===== config.mk =====
export PLATFORM = sky130hd
export DESIGN_NAME = score_collector
export DESIGN_NICKNAME = d
export VERILOG_FILES = /design/src/rtl/score_collector.sv
export SDC_FILE = /design/constraint.sdc
export NUM_CORES = 2
export LEC_CHECK = 0
export CORE_AREA = 2 2 567 569
export CTS_CLUSTER_SIZE = 30
export DETAILED_ROUTE_END_ITERATION = 10
export DIE_AREA = 0 0 569 571
export HOLD_SLACK_MARGIN = 0.08
export SETUP_SLACK_MARGIN = 0.4
export SYNTH_ARGS = -nofsm -noshare
export SYNTH_HDL_FRONTEND = slang
export SYNTH_SLANG_ARGS = --single-unit

===== constraint.sdc =====
create_clock -name clk -period 52.5 [get_ports clk]
set_input_delay 5.25 -clock clk [delete_from_list [all_inputs] [get_ports clk]]
set_output_delay 5.25 -clock clk [all_outputs]
set_load 0.03 [all_outputs]

===== src/rtl/score_collector.sv =====
// score_collector: gathers (node ID, score) beats from the NoC into a packed
// N-entry score vector. Once every node has reported in the current round, the
// vector is offered to the top-10 sorter with a valid/ack handshake. There is a
// single vector buffer, and no beats are accepted while the vector is offered.
module score_collector #(
  parameter int N     = 64,
  parameter int WIDTH = 16
) (
  input  logic                      clk,
  input  logic                      reset,
  input  logic                      in_valid,
  output logic                      in_ready,
  input  logic [5:0]                in_id,
  input  logic [WIDTH-1:0]          in_score,
  input  logic                      flush,
  output logic                      out_valid,
  input  logic                      out_ack,
  output logic [N*(WIDTH+6)-1:0]    scores_out,
  output logic [6:0]                count,
  output logic                      dup_err,
  output logic                      oob_err,
  output logic [7:0]                rounds
);

  localparam int         ENTRY_W = WIDTH + 6;
  localparam int         IDX_W   = (N > 1) ? $clog2(N) : 1;
  localparam logic [6:0] N_CNT   = 7'(N);

  typedef enum logic {
    COLLECT = 1'b0,
    PUBLISH = 1'b1
  } state_t;

  state_t             state_q, state_d;
  logic [N-1:0]       seen_q, seen_d;
  logic [6:0]         count_q, count_d;
  logic [7:0]         rounds_q, rounds_d;
  logic               dup_q, dup_d;
  logic               oob_q, oob_d;
  logic [ENTRY_W-1:0] entry_q [N];

  logic               accept;
  logic               id_ok;
  logic               id_seen;
  logic               new_id;
  logic               round_done;
  logic               wr_en;
  logic [IDX_W-1:0]   idx;

  // A beat aborted by a same-edge flush is treated as never accepted.
  assign accept     = in_valid && in_ready && !flush;
  assign id_ok      = {1'b0, in_id} < N_CNT;
  assign idx        = in_id[IDX_W-1:0];
  assign id_seen    = id_ok && seen_q[idx];
  assign new_id     = accept && id_ok && !id_seen;
  // flush takes precedence over the sorter's ack on the same edge.
  assign round_done = (state_q == PUBLISH) && out_ack && !flush;

  // State register.
  always_ff @(posedge clk or posedge reset) begin
    // NOTE: clocked state uses non-blocking assignments so every register
    // samples its pre-edge inputs, independent of block ordering.
    if (reset) begin
      state_q <= COLLECT;
    end else begin
      state_q <= state_d;
    end
  end

  // Next-state logic: fill the vector, offer it, return on ack or flush.
  always_comb begin
    // NOTE: default assignment first, so no path through the block leaves
    // state_d unassigned and a latch can never be inferred.
    state_d = state_q;
    if (flush) begin
      state_d = COLLECT;
    end else begin
      case (state_q)
        COLLECT: if (new_id && (count_q + 7'd1 == N_CNT)) state_d = PUBLISH;
        PUBLISH: if (out_ack) state_d = COLLECT;
        default: state_d = COLLECT;
      endcase
    end
  end

  // Output decode: handshake signals are pure decodes of the state register.
  always_comb begin
    in_ready  = (state_q == COLLECT);
    out_valid = (state_q == PUBLISH);
  end

  // Round bookkeeping: seen mask, distinct count, error pulses, round counter.
  always_comb begin
    seen_d   = seen_q;
    count_d  = count_q;
    rounds_d = rounds_q;
    dup_d    = 1'b0;
    oob_d    = 1'b0;
    wr_en    = 1'b0;
    if (flush) begin
      seen_d  = '0;
      count_d = '0;
    end else if (round_done) begin
      seen_d   = '0;
      count_d  = '0;
      rounds_d = rounds_q + 8'd1;
    end else if (accept) begin
      if (!id_ok) begin
        oob_d = 1'b1;
      end else begin
        wr_en = 1'b1;
        if (id_seen) begin
          dup_d = 1'b1;
        end else begin
          seen_d[idx] = 1'b1;
          count_d     = count_q + 7'd1;
        end
      end
    end
  end

  // Bookkeeping registers.
  always_ff @(posedge clk or posedge reset) begin
    if (reset) begin
      seen_q   <= '0;
      count_q  <= '0;
      rounds_q <= '0;
      dup_q    <= 1'b0;
      oob_q    <= 1'b0;
    end else begin
      seen_q   <= seen_d;
      count_q  <= count_d;
      rounds_q <= rounds_d;
      dup_q    <= dup_d;
      oob_q    <= oob_d;
    end
  end

  // Vector storage: one entry per node, last accepted score for that ID wins.
  always_ff @(posedge clk or posedge reset) begin
    // NOTE: this storage is deliberately reset, because the published vector
    // must read all-zero right after reset; storage that only needs valid data
    // after a write would normally be left unreset.
    if (reset) begin
      for (int m = 0; m < N; m++) entry_q[m] <= '0;
    end else if (wr_en) begin
      entry_q[idx] <= {in_score, in_id};
    end
  end

  // Pack entries into the flat vector; entry m sits at bits m*ENTRY_W upward.
  always_comb begin
    scores_out = '0;
    for (int m = 0; m < N; m++) scores_out[m*ENTRY_W +: ENTRY_W] = entry_q[m];
  end

  assign count   = count_q;
  assign dup_err = dup_q;
  assign oob_err = oob_q;
  assign rounds  = rounds_q;

endmodule


==> results.sh <==
export IMPL_ios=1454
export IMPL_cts_buffers=169
export IMPL_fp_dieH_microns=571
export IMPL_power_frac_clock=0.414
export IMPL_start_util=0.170
export IMPL_skew_ns=0.0613
export IMPL_grt_pass1_vias=36888
export IMPL_path_common_cell="buf_4"
export IMPL_synth_seq_cells=1489
export IMPL_cp_required_ns=53.32
export IMPL_cts_path_max_buffers=4
export IMPL_worstSetupPathType="input pin to asynchronous set/reset pin"
export IMPL_critical_path_endpoint_type="asynchronous set/reset pin"
export IMPL_rows=208
export IMPL_cp_arrival_ns=12.07
export IMPL_final_setup_worst_slack_ns=41.25
export IMPL_synth_warnings=0
export IMPL_power_frac_seq=0.421
export IMPL_synth_common_cells="1489 x dfrtp_1, 1025 x mux2_2, 196 x clkbuf_1, 172 x and2_1, 122 x nand2b_1"
export IMPL_ys_flop_type="dfrtp_1"
export IMPL_p_sw_frac=0.281
export IMPL_grt_total_usage=0.125
export IMPL_r2r_start="out_valid"
export IMPL_synth_cells=3456
export IMPL_reg2reg_setup_slack_ns=49.10
export IMPL_finalSetupTns_ns=0
export IMPL_synth_most_common_cell="dfrtp_1"
export IMPL_synth_area_leaders="dfrtp_1 69%, mux2_2 21%, and2_1 2.0%, nand2b_1 1.4%, clkbuf_1 1.4%"
export IMPL_drive_gt1_frac=0.310
export IMPL_period_share=0.214
export IMPL_synthDistinctLibCells=46
export IMPL_asyncSetResetFlopFracSynth=1.00
export IMPL_die_x_microns=569
export IMPL_antenna_found_initial=35
export IMPL_cts_sinks=1489
export IMPL_port_buffers=1452
export IMPL_internal_power_mw=2.18
export IMPL_cts_tree="yes"
export IMPL_p_per_area_nw_per_um2=37.9
export IMPL_peakVddDrop_mv=0.0256
export IMPL_outcome="finished clean"
export IMPL_path_max_fanout=147
export IMPL_grt_max_degree=148
export IMPL_cpPeakStageDelay_ns=0.87
export IMPL_die_area_sq_um=325000
export IMPL_synth_fp_nets=3486
export IMPL_final_area_sq_um=79800
export IMPL_rsz0062_at_grt="no"
export IMPL_multiInputGateArea_sq_um=16100
export IMPL_finalHoldViolCount=0
export IMPL_relSlewSlack=0.176
export IMPL_first_iter_violations=1782
export IMPL_area_delta_synth_final_pct=46.9
export IMPL_p_leak_nw=36.8
export IMPL_hold_path_depth=1
export IMPL_synth_area_sq_um=54300
export IMPL_min_period_ns=11.25
export IMPL_cts_max_level=4
export IMPL_postCtsSetupBuffers=0
export IMPL_synth_edf_count=0
export IMPL_drc=0
export IMPL_reg2reg_depth=6
export IMPL_core_sq_um=319000
export IMPL_yosysSeqAreaShare=0.686
export IMPL_power_mw=3.03
export IMPL_worstReg2RegEnd="scores_out[768]"
export IMPL_regArea_sq_um=37300
export IMPL_combPwrFrac=0.166
export IMPL_dpl_worst_slack_ns=40.12
export IMPL_start_kind="input pin"
export IMPL_post_route_util=0.250
export IMPL_placed_cell_area_sq_um=73800
export IMPL_post_drt_wl_per_cell_microns=22.8
export IMPL_drv_cap=0
export IMPL_synth_top_area_frac=0.686
export IMPL_fmax_mhz=88.9
export IMPL_dr_pass1_iters=7
export IMPL_place_gp_congestion=0.771
export IMPL_min_to="scores_out[816]"
export IMPL_clk_pin_slew_worst_paths_ns=0.06
export IMPL_cts_repair_resize_count=0
export IMPL_tightest_slew_ns=1.23
export IMPL_syn_area_per_cell_sq_um=15.7
export IMPL_fin_nets=4908
export IMPL_vias=34862
export IMPL_cts_root_buf="clkbuf_16"
export IMPL_hp_class="flop to flop"
export IMPL_p_sw_uw=850
export IMPL_gr_total_overflow=0
export IMPL_hp_start="scores_out[816]"
export IMPL_slew_violations=0
export IMPL_drt_total_wl_microns=211000
export IMPL_ant_nets=0
export IMPL_fillers=32977
export IMPL_yosysTopAreaCell="dfrtp_1"
export IMPL_setup_violations=0
export IMPL_avgViaCountPerCell=3.77
export IMPL_cp_cell_sequence="clkdlybuf4s50_1 > inv_8 > buf_12 > buf_4 > buf_4 > buf_4 > buf_4 > buf_4 > buf_4"
export IMPL_postCtsHoldBufs=0
export IMPL_grt_pass1_wl_microns=291000
export IMPL_hpwl_microns=145000
export IMPL_slowest_stage="buf_4"
export IMPL_clk_latency_ns=0.85
layout by cell type (no fill, tap or decap), drive strengths merged, types with 63 or more instances in the layout:
cell	netlist	routed
dfrtp	1489	1489
clkdlybuf4s50	0	1436
mux2	1025	1025
clkbuf	196	227
and2	172	172
nand2b	122	122
buf	91	102
or2	73	73
a32o	64	64
nand2	63	63
stage by stage:
stage	hold slack [ns]	cells
after global placement	0.448	8907
after CTS	0.466	9216
final	0.462	9236
after global routing	0.478	9218
after floorplan	0.461	3456
after detailed placement	0.451	8907
critical path: cells and delay by family:
family,cells,cell delay (ns)
buffers and inverters,9,6.29
layer usage:
layer,track usage,vias to the layer above,part of all wire
li1,-,14717,-
met1,0.154,18340,0.42
met2,0.206,1486,0.47
met3,0.0391,319,0.086
met4,0.0366,0,0.027
met5,0,-,0
power by group through the flow:
stage	combinational [mW]	sequential, mW	clock, mW
after detailed placement	0.508	1.29	0
after global routing	0.524	1.28	1.34
after floorplan	0.101	1.46	0
after CTS	0.509	1.27	1.29
after global placement	0.504	1.29	0
final	0.502	1.27	1.25
area by class of cell:
type | instances | share of cell area
Antenna cell | 20 | 0.000627
Tap cell | 4200 | 0.0658
Timing Repair Buffer | 1538 | 0.190
Inverter | 4 | 0.000282
Sequential cell | 1489 | 0.467
Clock buffer | 227 | 0.0605
Multi-Input combinational cell | 1676 | 0.202
Clock inverter | 82 | 0.0141
flip-flops by register name, indices dropped and copies added, names as in the netlist:
register,flops
scores_out,1408
dup_err,1
count,7
out_valid,1
rounds,8
seen_q,64
how the worst max path moves through the flow:
stage                     startpoint              end  slack [ns]
after floorplan                reset         count[0]        5.25
after global placement         reset  scores_out[201]       40.35
after detailed placement       reset  scores_out[197]       40.12
after CTS                      reset  scores_out[528]       41.03
after global routing           reset  scores_out[289]       40.26
final                          reset  scores_out[528]       41.25
cells by family after synthesis:
family | Yosys count | synth area share
other cells | 1 | 0.0000690
simple gates | 532 | 0.0574
mux | 1043 | 0.219
compound gates | 87 | 0.0148
buf+inv | 291 | 0.0210
flops | 1489 | 0.686
fa+ha+maj | 3 | 0.000691
xor+xnor | 10 | 0.00161
Note: power is estimated with default switching activity, not from simulation.
